## config.mk

```make
export PLATFORM = sky130hd
export DESIGN_NAME = scr_base_l3_bk_req_que_mc_flat
export DESIGN_NICKNAME = d
export VERILOG_FILES = /design/src/rtl/scr_base_l3_bk_req_que_mc_if.sv /design/src/rtl/scr_base_l3_bk_req_que_mc.sv /design/src/flat_wrapper.sv
export SDC_FILE = /design/constraint.sdc
export NUM_CORES = 2
export LEC_CHECK = 0
export CELL_PAD_IN_SITES_DETAIL_PLACEMENT = 1
export CELL_PAD_IN_SITES_GLOBAL_PLACEMENT = 2
export CORE_MARGIN = 4
export CORE_UTILIZATION = 34
export CTS_CLUSTER_SIZE = 24
export DETAILED_ROUTE_END_ITERATION = 8
export PLACE_DENSITY_LB_ADDON = 0.1
export SYNTH_ARGS = -nofsm -noshare
export SYNTH_HDL_FRONTEND = slang
export SYNTH_SLANG_ARGS = --single-unit
```

## constraint.sdc

```tcl
create_clock -name clk -period 8.1 [get_ports clk]
set_input_delay 1.62 -clock clk [delete_from_list [all_inputs] [get_ports clk]]
set_output_delay 1.62 -clock clk [all_outputs]
set_load 0.005 [all_outputs]
```

## src/rtl/scr_base_l3_bk_req_que_mc_if.sv

```systemverilog
// rtl/scr_base_l3_bk_req_que_mc_if.sv - request-in, issue and error signal bundle of the L3 bank request queue
interface scr_base_l3_bk_req_que_mc_if #(
    parameter int NUM_CH  = 4,
    parameter int SCRID_W = 8,
    parameter int TXNID_W = 12,
    parameter int OPC_W   = 5,
    parameter int SIZE_W  = 3,
    parameter int ADDR_W  = 40,
    parameter int FLIT_W  = SCRID_W + TXNID_W + OPC_W + SIZE_W + ADDR_W,
    parameter int CH_W    = (NUM_CH > 1) ? $clog2(NUM_CH) : 1
);
    logic [NUM_CH-1:0]        req_in_val_i;
    logic [NUM_CH*FLIT_W-1:0] req_in_flit_i;
    logic [NUM_CH-1:0]        req_in_crdt_o;
    logic                     req_2tp_val_o;
    logic [CH_W-1:0]          req_2tp_ch_o;
    logic [SCRID_W-1:0]       req_2tp_scrid_o;
    logic [TXNID_W-1:0]       req_2tp_txnid_o;
    logic [OPC_W-1:0]         req_2tp_opc_o;
    logic [SIZE_W-1:0]        req_2tp_size_o;
    logic [ADDR_W-1:0]        req_2tp_addr_o;
    logic                     req_2tp_ready_i;
    logic                     req_2tp_rlbk_i;
    logic [NUM_CH-1:0]        err_ovf_o;

    modport master (
        output req_in_val_i, req_in_flit_i, req_2tp_ready_i, req_2tp_rlbk_i,
        input  req_in_crdt_o, req_2tp_val_o, req_2tp_ch_o, req_2tp_scrid_o,
               req_2tp_txnid_o, req_2tp_opc_o, req_2tp_size_o, req_2tp_addr_o, err_ovf_o
    );

    modport slave (
        input  req_in_val_i, req_in_flit_i, req_2tp_ready_i, req_2tp_rlbk_i,
        output req_in_crdt_o, req_2tp_val_o, req_2tp_ch_o, req_2tp_scrid_o,
               req_2tp_txnid_o, req_2tp_opc_o, req_2tp_size_o, req_2tp_addr_o, err_ovf_o
    );
endinterface

```

## src/rtl/scr_base_l3_bk_req_que_mc.sv

```systemverilog
// rtl/scr_base_l3_bk_req_que_mc.sv - multi-channel L3 bank request queue with round-robin issue and rollback replay
module scr_base_l3_bk_req_que_mc #(
    parameter int NUM_CH   = 4,
    parameter int DEPTH    = 8,
    parameter int SCRID_W  = 8,
    parameter int TXNID_W  = 12,
    parameter int OPC_W    = 5,
    parameter int SIZE_W   = 3,
    parameter int ADDR_W   = 40,
    parameter int RLBK_LAT = 3,
    parameter int FLIT_W   = SCRID_W + TXNID_W + OPC_W + SIZE_W + ADDR_W
) (
    input  logic                        clk,
    input  logic                        rst,
    scr_base_l3_bk_req_que_mc_if.slave  bus
);
    localparam int CH_W  = (NUM_CH > 1) ? $clog2(NUM_CH) : 1;
    localparam int PW    = $clog2(DEPTH);
    localparam int CNT_W = $clog2(DEPTH + 1);

    logic [FLIT_W-1:0]   r_mem     [NUM_CH][DEPTH];
    logic [PW:0]         r_wr_ptr  [NUM_CH];
    logic [PW:0]         r_iss_ptr [NUM_CH];
    logic [PW:0]         r_ret_ptr [NUM_CH];
    logic [CH_W-1:0]     r_rr;
    logic                r_hold;
    logic [CH_W-1:0]     r_hold_ch;
    logic [RLBK_LAT-1:0] r_pv;
    logic [CH_W-1:0]     r_pch     [RLBK_LAT];
    logic [NUM_CH-1:0]   r_crdt;
    logic [NUM_CH-1:0]   r_ovf;
    logic [CNT_W-1:0]    r_init_cnt;

    logic [NUM_CH-1:0]   w_issuable;
    logic [NUM_CH-1:0]   w_full;
    logic                w_val;
    logic [CH_W-1:0]     w_gnt;
    logic                w_acc;
    logic                w_fin_vld;
    logic [CH_W-1:0]     w_fin_ch;
    logic                w_rewind;
    logic                w_retire;
    logic [FLIT_W-1:0]   w_flit;

    function automatic logic [CH_W-1:0] ch_add(input logic [CH_W-1:0] base, input int unsigned off);
        int unsigned s;
        s = 32'(base) + off;
        s = s % 32'(NUM_CH);
        return s[CH_W-1:0];
    endfunction

    always_comb begin
        w_issuable = '0;
        w_full     = '0;
        for (int c = 0; c < NUM_CH; c++) begin
            w_issuable[c] = (r_iss_ptr[c] != r_wr_ptr[c]);
            w_full[c]     = ((r_wr_ptr[c] - r_ret_ptr[c]) == (PW+1)'(DEPTH));
        end
    end

    // A stalled grant is pinned so a newly issuable channel earlier in RR order cannot steal it.
    always_comb begin
        w_val = 1'b0;
        w_gnt = '0;
        if (r_hold && w_issuable[r_hold_ch]) begin
            w_val = 1'b1;
            w_gnt = r_hold_ch;
        end else begin
            for (int k = NUM_CH - 1; k >= 0; k--) begin
                if (w_issuable[ch_add(r_rr, 32'(k))]) begin
                    w_val = 1'b1;
                    w_gnt = ch_add(r_rr, 32'(k));
                end
            end
        end
    end

    assign w_flit    = r_mem[w_gnt][r_iss_ptr[w_gnt][PW-1:0]];
    assign w_acc     = w_val & bus.req_2tp_ready_i;
    assign w_fin_vld = r_pv[RLBK_LAT-1];
    assign w_fin_ch  = r_pch[RLBK_LAT-1];
    assign w_rewind  = w_fin_vld & bus.req_2tp_rlbk_i;
    assign w_retire  = w_fin_vld & ~bus.req_2tp_rlbk_i;

    assign bus.req_2tp_val_o = w_val;
    assign bus.req_2tp_ch_o  = w_gnt;
    assign {bus.req_2tp_scrid_o, bus.req_2tp_txnid_o, bus.req_2tp_opc_o,
            bus.req_2tp_size_o, bus.req_2tp_addr_o} = w_flit;
    assign bus.req_in_crdt_o = r_crdt;
    assign bus.err_ovf_o     = r_ovf;

    always_ff @(posedge clk) begin
        for (int c = 0; c < NUM_CH; c++) begin
            if (bus.req_in_val_i[c] && !w_full[c]) begin
                r_mem[c][r_wr_ptr[c][PW-1:0]] <= bus.req_in_flit_i[c*FLIT_W +: FLIT_W];
            end
        end
    end

    // Rewind wins over a same-cycle issue on the channel: that issue is squashed in the pipe too.
    always_ff @(posedge clk or posedge rst) begin
        if (rst) begin
            for (int c = 0; c < NUM_CH; c++) begin
                r_wr_ptr[c]  <= '0;
                r_iss_ptr[c] <= '0;
                r_ret_ptr[c] <= '0;
            end
            r_ovf <= '0;
        end else begin
            for (int c = 0; c < NUM_CH; c++) begin
                if (bus.req_in_val_i[c]) begin
                    if (w_full[c]) begin
                        r_ovf[c] <= 1'b1;
                    end else begin
                        r_wr_ptr[c] <= r_wr_ptr[c] + 1'b1;
                    end
                end
                if (w_rewind && (w_fin_ch == CH_W'(c))) begin
                    r_iss_ptr[c] <= r_ret_ptr[c];
                end else if (w_acc && (w_gnt == CH_W'(c))) begin
                    r_iss_ptr[c] <= r_iss_ptr[c] + 1'b1;
                end
                if (w_retire && (w_fin_ch == CH_W'(c))) begin
                    r_ret_ptr[c] <= r_ret_ptr[c] + 1'b1;
                end
            end
        end
    end

    always_ff @(posedge clk or posedge rst) begin
        if (rst) begin
            r_pv       <= '0;
            for (int s = 0; s < RLBK_LAT; s++) begin
                r_pch[s] <= '0;
            end
            r_rr       <= '0;
            r_hold     <= 1'b0;
            r_hold_ch  <= '0;
            r_crdt     <= '0;
            r_init_cnt <= '0;
        end else begin
            r_pv[0]  <= w_acc && !(w_rewind && (w_fin_ch == w_gnt));
            r_pch[0] <= w_gnt;
            for (int s = 1; s < RLBK_LAT; s++) begin
                r_pv[s]  <= r_pv[s-1] && !(w_rewind && (r_pch[s-1] == w_fin_ch));
                r_pch[s] <= r_pch[s-1];
            end
            if (w_acc) begin
                r_rr <= ch_add(w_gnt, 32'd1);
            end
            r_hold    <= w_val && !bus.req_2tp_ready_i;
            r_hold_ch <= w_gnt;
            if (r_init_cnt != CNT_W'(DEPTH)) begin
                r_init_cnt <= r_init_cnt + 1'b1;
                r_crdt     <= '1;
            end else begin
                for (int c = 0; c < NUM_CH; c++) begin
                    r_crdt[c] <= w_retire && (w_fin_ch == CH_W'(c));
                end
            end
        end
    end
endmodule

```

## src/flat_wrapper.sv

```systemverilog
// flat-port wrapper written by rule: the top's interface ports become plain ports
module scr_base_l3_bk_req_que_mc_flat 
#(
    parameter int NUM_CH   = 4,
    parameter int DEPTH    = 8,
    parameter int SCRID_W  = 8,
    parameter int TXNID_W  = 12,
    parameter int OPC_W    = 5,
    parameter int SIZE_W   = 3,
    parameter int ADDR_W   = 40,
    parameter int RLBK_LAT = 3,
    parameter int FLIT_W   = SCRID_W + TXNID_W + OPC_W + SIZE_W + ADDR_W
)
  (clk, rst, bus_req_in_val_i, bus_req_in_flit_i, bus_req_2tp_ready_i, bus_req_2tp_rlbk_i, bus_req_in_crdt_o, bus_req_2tp_val_o, bus_req_2tp_ch_o, bus_req_2tp_scrid_o, bus_req_2tp_txnid_o, bus_req_2tp_opc_o, bus_req_2tp_size_o, bus_req_2tp_addr_o, bus_err_ovf_o);
  scr_base_l3_bk_req_que_mc_if #(.NUM_CH(NUM_CH), .SCRID_W(SCRID_W), .TXNID_W(TXNID_W), .OPC_W(OPC_W), .SIZE_W(SIZE_W), .ADDR_W(ADDR_W), .FLIT_W(FLIT_W)) bus_i ();
  input  logic clk;
  input  logic rst;
  input wire logic [$bits(bus_i.req_in_val_i)-1:0] bus_req_in_val_i;
  input wire logic [$bits(bus_i.req_in_flit_i)-1:0] bus_req_in_flit_i;
  input wire logic [$bits(bus_i.req_2tp_ready_i)-1:0] bus_req_2tp_ready_i;
  input wire logic [$bits(bus_i.req_2tp_rlbk_i)-1:0] bus_req_2tp_rlbk_i;
  output wire logic [$bits(bus_i.req_in_crdt_o)-1:0] bus_req_in_crdt_o;
  output wire logic [$bits(bus_i.req_2tp_val_o)-1:0] bus_req_2tp_val_o;
  output wire logic [$bits(bus_i.req_2tp_ch_o)-1:0] bus_req_2tp_ch_o;
  output wire logic [$bits(bus_i.req_2tp_scrid_o)-1:0] bus_req_2tp_scrid_o;
  output wire logic [$bits(bus_i.req_2tp_txnid_o)-1:0] bus_req_2tp_txnid_o;
  output wire logic [$bits(bus_i.req_2tp_opc_o)-1:0] bus_req_2tp_opc_o;
  output wire logic [$bits(bus_i.req_2tp_size_o)-1:0] bus_req_2tp_size_o;
  output wire logic [$bits(bus_i.req_2tp_addr_o)-1:0] bus_req_2tp_addr_o;
  output wire logic [$bits(bus_i.err_ovf_o)-1:0] bus_err_ovf_o;
  assign bus_i.req_in_val_i = bus_req_in_val_i;
  assign bus_i.req_in_flit_i = bus_req_in_flit_i;
  assign bus_i.req_2tp_ready_i = bus_req_2tp_ready_i;
  assign bus_i.req_2tp_rlbk_i = bus_req_2tp_rlbk_i;
  assign bus_req_in_crdt_o = bus_i.req_in_crdt_o;
  assign bus_req_2tp_val_o = bus_i.req_2tp_val_o;
  assign bus_req_2tp_ch_o = bus_i.req_2tp_ch_o;
  assign bus_req_2tp_scrid_o = bus_i.req_2tp_scrid_o;
  assign bus_req_2tp_txnid_o = bus_i.req_2tp_txnid_o;
  assign bus_req_2tp_opc_o = bus_i.req_2tp_opc_o;
  assign bus_req_2tp_size_o = bus_i.req_2tp_size_o;
  assign bus_req_2tp_addr_o = bus_i.req_2tp_addr_o;
  assign bus_err_ovf_o = bus_i.err_ovf_o;
  scr_base_l3_bk_req_que_mc #(.NUM_CH(NUM_CH), .DEPTH(DEPTH), .SCRID_W(SCRID_W), .TXNID_W(TXNID_W), .OPC_W(OPC_W), .SIZE_W(SIZE_W), .ADDR_W(ADDR_W), .RLBK_LAT(RLBK_LAT), .FLIT_W(FLIT_W)) u_core (.clk(clk), .rst(rst), .bus(bus_i));
endmodule
```

# Word-level counts from Yosys, hierarchy flattened
# Memories as Yosys holds them, arrays and structs flattened.
# Cells that the tools add are included.
dict set report totals {
  register_bits 72
  ram_bits 2176
  in_bits 280
  output_inout_bits 79
  word_cells 194
  mem_count 1
}
# memory depth width rd rd_ports_with_merged_regs wr line
set memory_table {}
lappend memory_table {u_core.r_mem 4 544 1 0 4 scr_base_l3_bk_req_que_mc.sv:21} ;# logic [FLIT_W-1:0] r_mem [NUM_CH][DEPTH];
dict set report classes {
  n_addsub 21
  n_lt_le_gt_ge 15
  n_eq_ne 18
  muxes 51
  n_bitwise 14
  n_reduce_logical 50
}
# operator n
set op_table {}
lappend op_table {{two-way mux 544 bit} 4}
lappend op_table {{demux 68 bit (select 3 bit)} 4}
lappend op_table {{two-way mux 68 bit} 6}
lappend op_table {{binary-select mux 68 bit (select 3 bit)} 1}
lappend op_table {{adder 4 x 1 -> 4 bit, second input constant} 13}
lappend op_table {{two-way mux 4 bit} 9}
lappend op_table {{logical AND 1 bit} 28}
lappend op_table {{greater-or-equal comparator 4 bit, second input constant} 5}
lappend op_table {{inverter 3 -> 4 bit} 5}
lappend op_table {{== test 4 bit, second input constant} 4}
lappend op_table {{< comparator 4 x 1 -> 1 bit, second input constant} 4}
lappend op_table {{!= test 4 bit} 4}
lappend op_table {{AND reduction 2 bit} 8}
lappend op_table {{subtractor 4 bit} 4}
lappend op_table {{< comparator 2 x 3 -> 1 bit, second input constant} 5}
lappend op_table {{two-way mux 1 bit} 14}
lappend op_table {{binary-select mux 1 bit (select 2 bit)} 5}
lappend op_table {{two-way mux 2 bit} 5}
lappend op_table {{binary-select mux 4 bit (select 2 bit)} 1}
lappend op_table {{== test 2 bit, second input constant} 4}
lappend op_table {{zero test 1 bit} 8}
lappend op_table {{nonzero test 2 bit} 4}
lappend op_table {{== test 2 bit} 3}
lappend op_table {{two-way mux 3 bit} 2}
lappend op_table {{9 further kinds} 19}

# Depth between registers and ports, before layout
dict set report depth {
  word_depth 16
  ltp_mapped 17
  ltp_nobuf 12
}

# Least setup slack after synthesis
# Ideal clock, no wire load.
dict set report synth_timing {
  path_kind {input to register}
  startpoint {input port bus_req_in_val_i[3]}
  endpoint {memory u_core.r_mem[3][204] in the netlist's numbering, enable pin}
  t_arrival_ns 7.035
  required_time_ns 7.508
  setup_slack_ns 0.473
  cell_stages 4
  n_path_buf 1
  path_cell_list {and2_1 > clkbuf_1 > nand2b_1 > nor3b_1}
}
# item line
set synth_rtl {}
lappend synth_rtl {{start, declared} flat_wrapper.sv:18} ;# input wire logic [$bits(bus_i.req_in_val_i)-1:0] bus_req_in_val_i;
lappend synth_rtl {{end, declared} scr_base_l3_bk_req_que_mc.sv:21}

# Worst setup path after layout
dict set report layout_timing {
  startpoint {register u_core.r_wr_ptr[2] in the netlist's numbering}
  endpoint {output port bus_req_2tp_addr_o[29]}
}
dict set report layout_via {
  elab_chain_len 16
  elab_cells_between_ends 26
}
# item line
set layout_lines {}
lappend layout_lines {{start, declared} scr_base_l3_bk_req_que_mc.sv:22} ;# logic [PW:0] r_wr_ptr [NUM_CH];
lappend layout_lines {{start signal, assigned by index} scr_base_l3_bk_req_que_mc.sv:115} ;# r_wr_ptr[c] <= r_wr_ptr[c] + 1'b1;
lappend layout_lines {{!= test 4 bit *} scr_base_l3_bk_req_que_mc.sv:56} ;# w_issuable[c] = (r_iss_ptr[c] != r_wr_ptr[c]);
lappend layout_lines {{binary-select mux 1 bit (select 2 bit)} scr_base_l3_bk_req_que_mc.sv:70} ;# if (w_issuable[ch_add(r_rr, 32'(k))]) begin
lappend layout_lines {{two-way mux 1 bit (not written as such)} scr_base_l3_bk_req_que_mc.sv:70}
lappend layout_lines {{two-way mux 2 bit (4 in a row)} scr_base_l3_bk_req_que_mc.sv:70}
lappend layout_lines {{two-way mux 2 bit *} scr_base_l3_bk_req_que_mc.sv:65} ;# if (r_hold && w_issuable[r_hold_ch]) begin
lappend layout_lines {{inverter 2 -> 3 bit (not written as such)} scr_base_l3_bk_req_que_mc.sv:78} ;# assign w_flit = r_mem[w_gnt][r_iss_ptr[w_gnt][PW-1:0]];
lappend layout_lines {{binary-select mux 4 bit (select 2 bit)} scr_base_l3_bk_req_que_mc.sv:78}
lappend layout_lines {{two-way mux 3 bit (not written as such) (2 in a row)} scr_base_l3_bk_req_que_mc.sv:78}
lappend layout_lines {{inverter 3 -> 4 bit (not written as such)} scr_base_l3_bk_req_que_mc.sv:78}
lappend layout_lines {{binary-select mux 68 bit (select 3 bit) *} scr_base_l3_bk_req_que_mc.sv:78}
lappend layout_lines {{two-way mux 68 bit (not written as such) * (2 in a row)} scr_base_l3_bk_req_que_mc.sv:78}
lappend layout_lines {{end, declared} flat_wrapper.sv:29} ;# output wire logic [$bits(bus_i.req_2tp_addr_o)-1:0] bus_req_2tp_addr_o;
# Every way passes the cells marked *; elsewhere a longest branch is shown, timed or not. The select of a mux whose other input is x is not followed.

==> results.toml <==
[outcome]
outcome = "finished clean"

[worst_setup_path]
crit_type = "reg2out"
start_kind = "flip-flop"
cp_max_fo = 50
crit_required_ns = 6.48
r2r_slack_ns = 3.38
critical-path-top-delay-family = "buffers and inverters"
cp.buffers_inverters = 4
crit_path_max_incr_delay_ns = 0.58
crit_arrival_ns = 6.26
endpoint_kind = "output port"
path_cells = "xor2_1, nor4_4, a21boi_1, o2111ai_1, nand2_2, inv_2, a21o_4, buf_6, nand3_4, buf_12, a21oi_1, nor3_1, nand4_1, clkdlybuf4s50_1"
startpoint = "u_core.r_wr_ptr[2]"
slowest_stage = "dfrtp_1"
timing.rr.end = "u_core.r_iss_ptr[11]"
r2r_cells = 11
reg2reg_from = "u_core.r_wr_ptr[2]"

[synth]
yosys_most_used_dff = "edfxtp_1"
ys_warn_count = 0
synth_edf_count = 2176
ys_seq_elements = 2248
ys_types = 61
synth_nets = 6275
syn-mean-instance-area_um2 = 14.6
ys_seq_area_share_pct = 76.9
syn_area_um2 = 87400
async_reset_ff_share_pct = 3.20
syn_inst = 5965

[timing]
holdWs_ns = 0.398
worst_pin_slew_ns = 1.23
skew_ns = 0.0416
post-route-min-period_ns = 7.88
maxSlewViolCount = 0
final-setup-viol-count = 0
clock.fmax_mhz = 127
timing.final.ws_setup_ns = 0.224
setup_tns_ns = 0
relSlewSlack_pct = 17.9
fin_crit_sh_pct = 97.2
grt_setup_unrepaired = "true"
hold_viol_final = 0

[hold_path]
min_to = "u_core.w_fin_ch[1]"
hold_depth = 0
min_from = "u_core.r_pch[3]"
worstHoldPathType = "reg2reg"

[route]
via_count = 55000
post_drt_via_cell_ratio = 5.51
ant_nets = 0
dr.pass1.iters = 6
drcViolationCount = 0
wl_per_cell_um = 33.3
first_iter_violations = 4704
wl_mm = 332

[layout]
syn2layout_area_growth_pct = 18.9
nets = 6724
stdcell_count = 9976
drive_gt1_share_pct = 8.67

[global_routing]
grt_pass1_vias = 56000
grt_pass1_wl_mm = 457
grt_usage_pct = 24.5
grt_max_degree = 95
antenna_found_initial = 61
overflow = 0

[clocking]
cts_buffers = 275
insertion_delay_ns = 0.90
cts_root_buf = "clkbuf_16"
cts_tree = "done"
htreeDepth = 5
cts.clk_slew.worst_paths_ns = 0.06
clock-sinks = 2248
clockBufferDepth = 4

[die]
die_area_um2 = 265000
floorplan.rows = 185
die_h_um = 515
core_region_area_um2 = 255000
start_util_pct = 34.3
dieWidth_um = 515
ioPinCount = 359

[placement]
dp_slack_ns = 0.896
port_buffers = 358
placedCellCount = 9499
place.gp.congestion = 0.771
dp_hpwl_mm = 184

[flow_run]
max_cap_viol_count = 0
==> worst register-to-register path: cells and delay by family, from the launching register on <==
kind / cells / cell delay [ns]
AOI/OAI and AO/OA: 3 / 0.88
adders and majority gates: 1 / 0.31
buffers and inverters: 2 / 1.38
xor gates and xnor gates: 2 / 0.34
DFF: 1 / 0.58
and+or+nand+nor: 3 / 1.15
==> sequential cells by signal (all words and copies together), names as in the netlist <==
signal,cells
u_core.w_fin_ch,2
u_core.r_ret_ptr,16
u_core.r_rr,2
u_core.r_init_cnt,4
u_core.r_hold_ch,2
u_core.r_pch,2
u_core.r_wr_ptr,16
u_core.r_hold,1
u_core.bus.err_ovf_o,4
u_core.r_mem,2176
u_core.r_pv,3
u_core.r_iss_ptr,16
u_core.bus.req_in_crdt_o,4
==> Yosys cell counts, types with 30 or more instances <==
cell | instances | area, µm²
a21oi_1 | 288 | 1440
a311oi_1 | 67 | 587
a32oi_1 | 204 | 1790
buf_2 | 136 | 681
clkbuf_1 | 169 | 634
dfrtp_1 | 72 | 1800
edfxtp_1 | 2176 | 65300
ha_1 | 30 | 375
mux2i_1 | 354 | 3540
nand2_1 | 1540 | 5780
nand3_1 | 354 | 1770
nand4_1 | 145 | 907
nor2_1 | 38 | 143
nor3_1 | 83 | 415
o22ai_1 | 71 | 444
xnor2_1 | 45 | 394
==> per-layer routing <==
layer / track usage, % / part of all wire, %
met1: 33.7 / 45
met2: 41.1 / 48
met3: 3.61 / 4.8
met4: 5.72 / 2.2
met5: 0 / 0.044
==> placed cells by master (no fill, tap or decap), drive strengths merged, types with 3 or more instances in the layout <==
master | synthesis | layout
xnor2 | 45 | 45
clkbuf | 170 | 349
o31a | 3 | 3
mux2 | 9 | 9
nand2b | 10 | 10
a32oi | 204 | 204
inv | 29 | 31
a21o | 4 | 4
nor2 | 39 | 39
o32ai | 3 | 3
nand3 | 354 | 354
edfxtp | 2176 | 2176
clkinv | 0 | 88
bufinv | 0 | 8
and3 | 4 | 4
dfrtp | 72 | 72
a21oi | 289 | 289
a311oi | 67 | 67
mux2i | 355 | 355
clkinvlp | 0 | 3
ha | 30 | 30
nand2 | 1541 | 1541
clkdlybuf4s50 | 0 | 358
xor2 | 24 | 24
nor3 | 84 | 84
o22ai | 71 | 71
diode | 0 | 23
buf | 185 | 169
nor2b | 3 | 3
nand4 | 145 | 145
a41o | 3 | 3
nor3b | 6 | 6
and2 | 3 | 3
o21ai | 10 | 10
o21bai | 3 | 3
==> worst max-delay path by stage <==
stage | endpoint | slack, ns | cells after the start
after global routing | bus_req_2tp_addr_o[10] | 0.01 | 12
final | bus_req_2tp_addr_o[29] | 0.22 | 14
after detailed placement | bus_req_2tp_scrid_o[4] | 0.90 | 13
after floorplan | u_core.r_mem[3][204] | 0.47 | 4
after global placement | bus_req_2tp_scrid_o[4] | 1.0 | 13
after CTS | bus_req_2tp_size_o[0] | 0.07 | 14
==> kinds of logic (layout without fill, tap and decap cells) <==
kind of cell,count (synthesis),after routing,share of synthesized area (%)
AOI/OAI and AO/OA,672,672,5.24
xor gates and xnor gates,69,69,0.692
adders and majority gates,30,30,0.430
buffers and inverters,384,1006,1.94
DFF,2248,2248,76.9
muxes,364,364,4.21
other,0,23,0
and+or+nand+nor,2198,2198,10.6
==> layout make-up <==
type,instances,area [µm²]
clock inverters,101,681
well taps,3366,4210
diodes,23,57.6
inverters,29,118
multi-input cells,3333,18900
fillers,25400,151000
flip-flops and latches,2248,67100
clock buffers,349,7320
repair buffers,527,5410
==> metrics by stage <==
step | area, µm² | utilization [%]
2_1_floorplan | 87400 | -
3_3_place_gp | 95800 | 37.6
3_5_place_dp | 95800 | 37.6
4_1_cts | 104000 | 40.7
5_1_grt | 104000 | 40.7
6_report | 104000 | 40.8
==> timing repair <==
action	in CTS	in global routing
resized for setup	1	7
hold buffers	0	0
setup endpoints to repair	3	24
buffers inserted	0	4
cloned	0	0
pin swaps	0	2
Power is not shown: default switching activity piles up to over one toggle a cycle in this logic, so the estimate is an artifact.
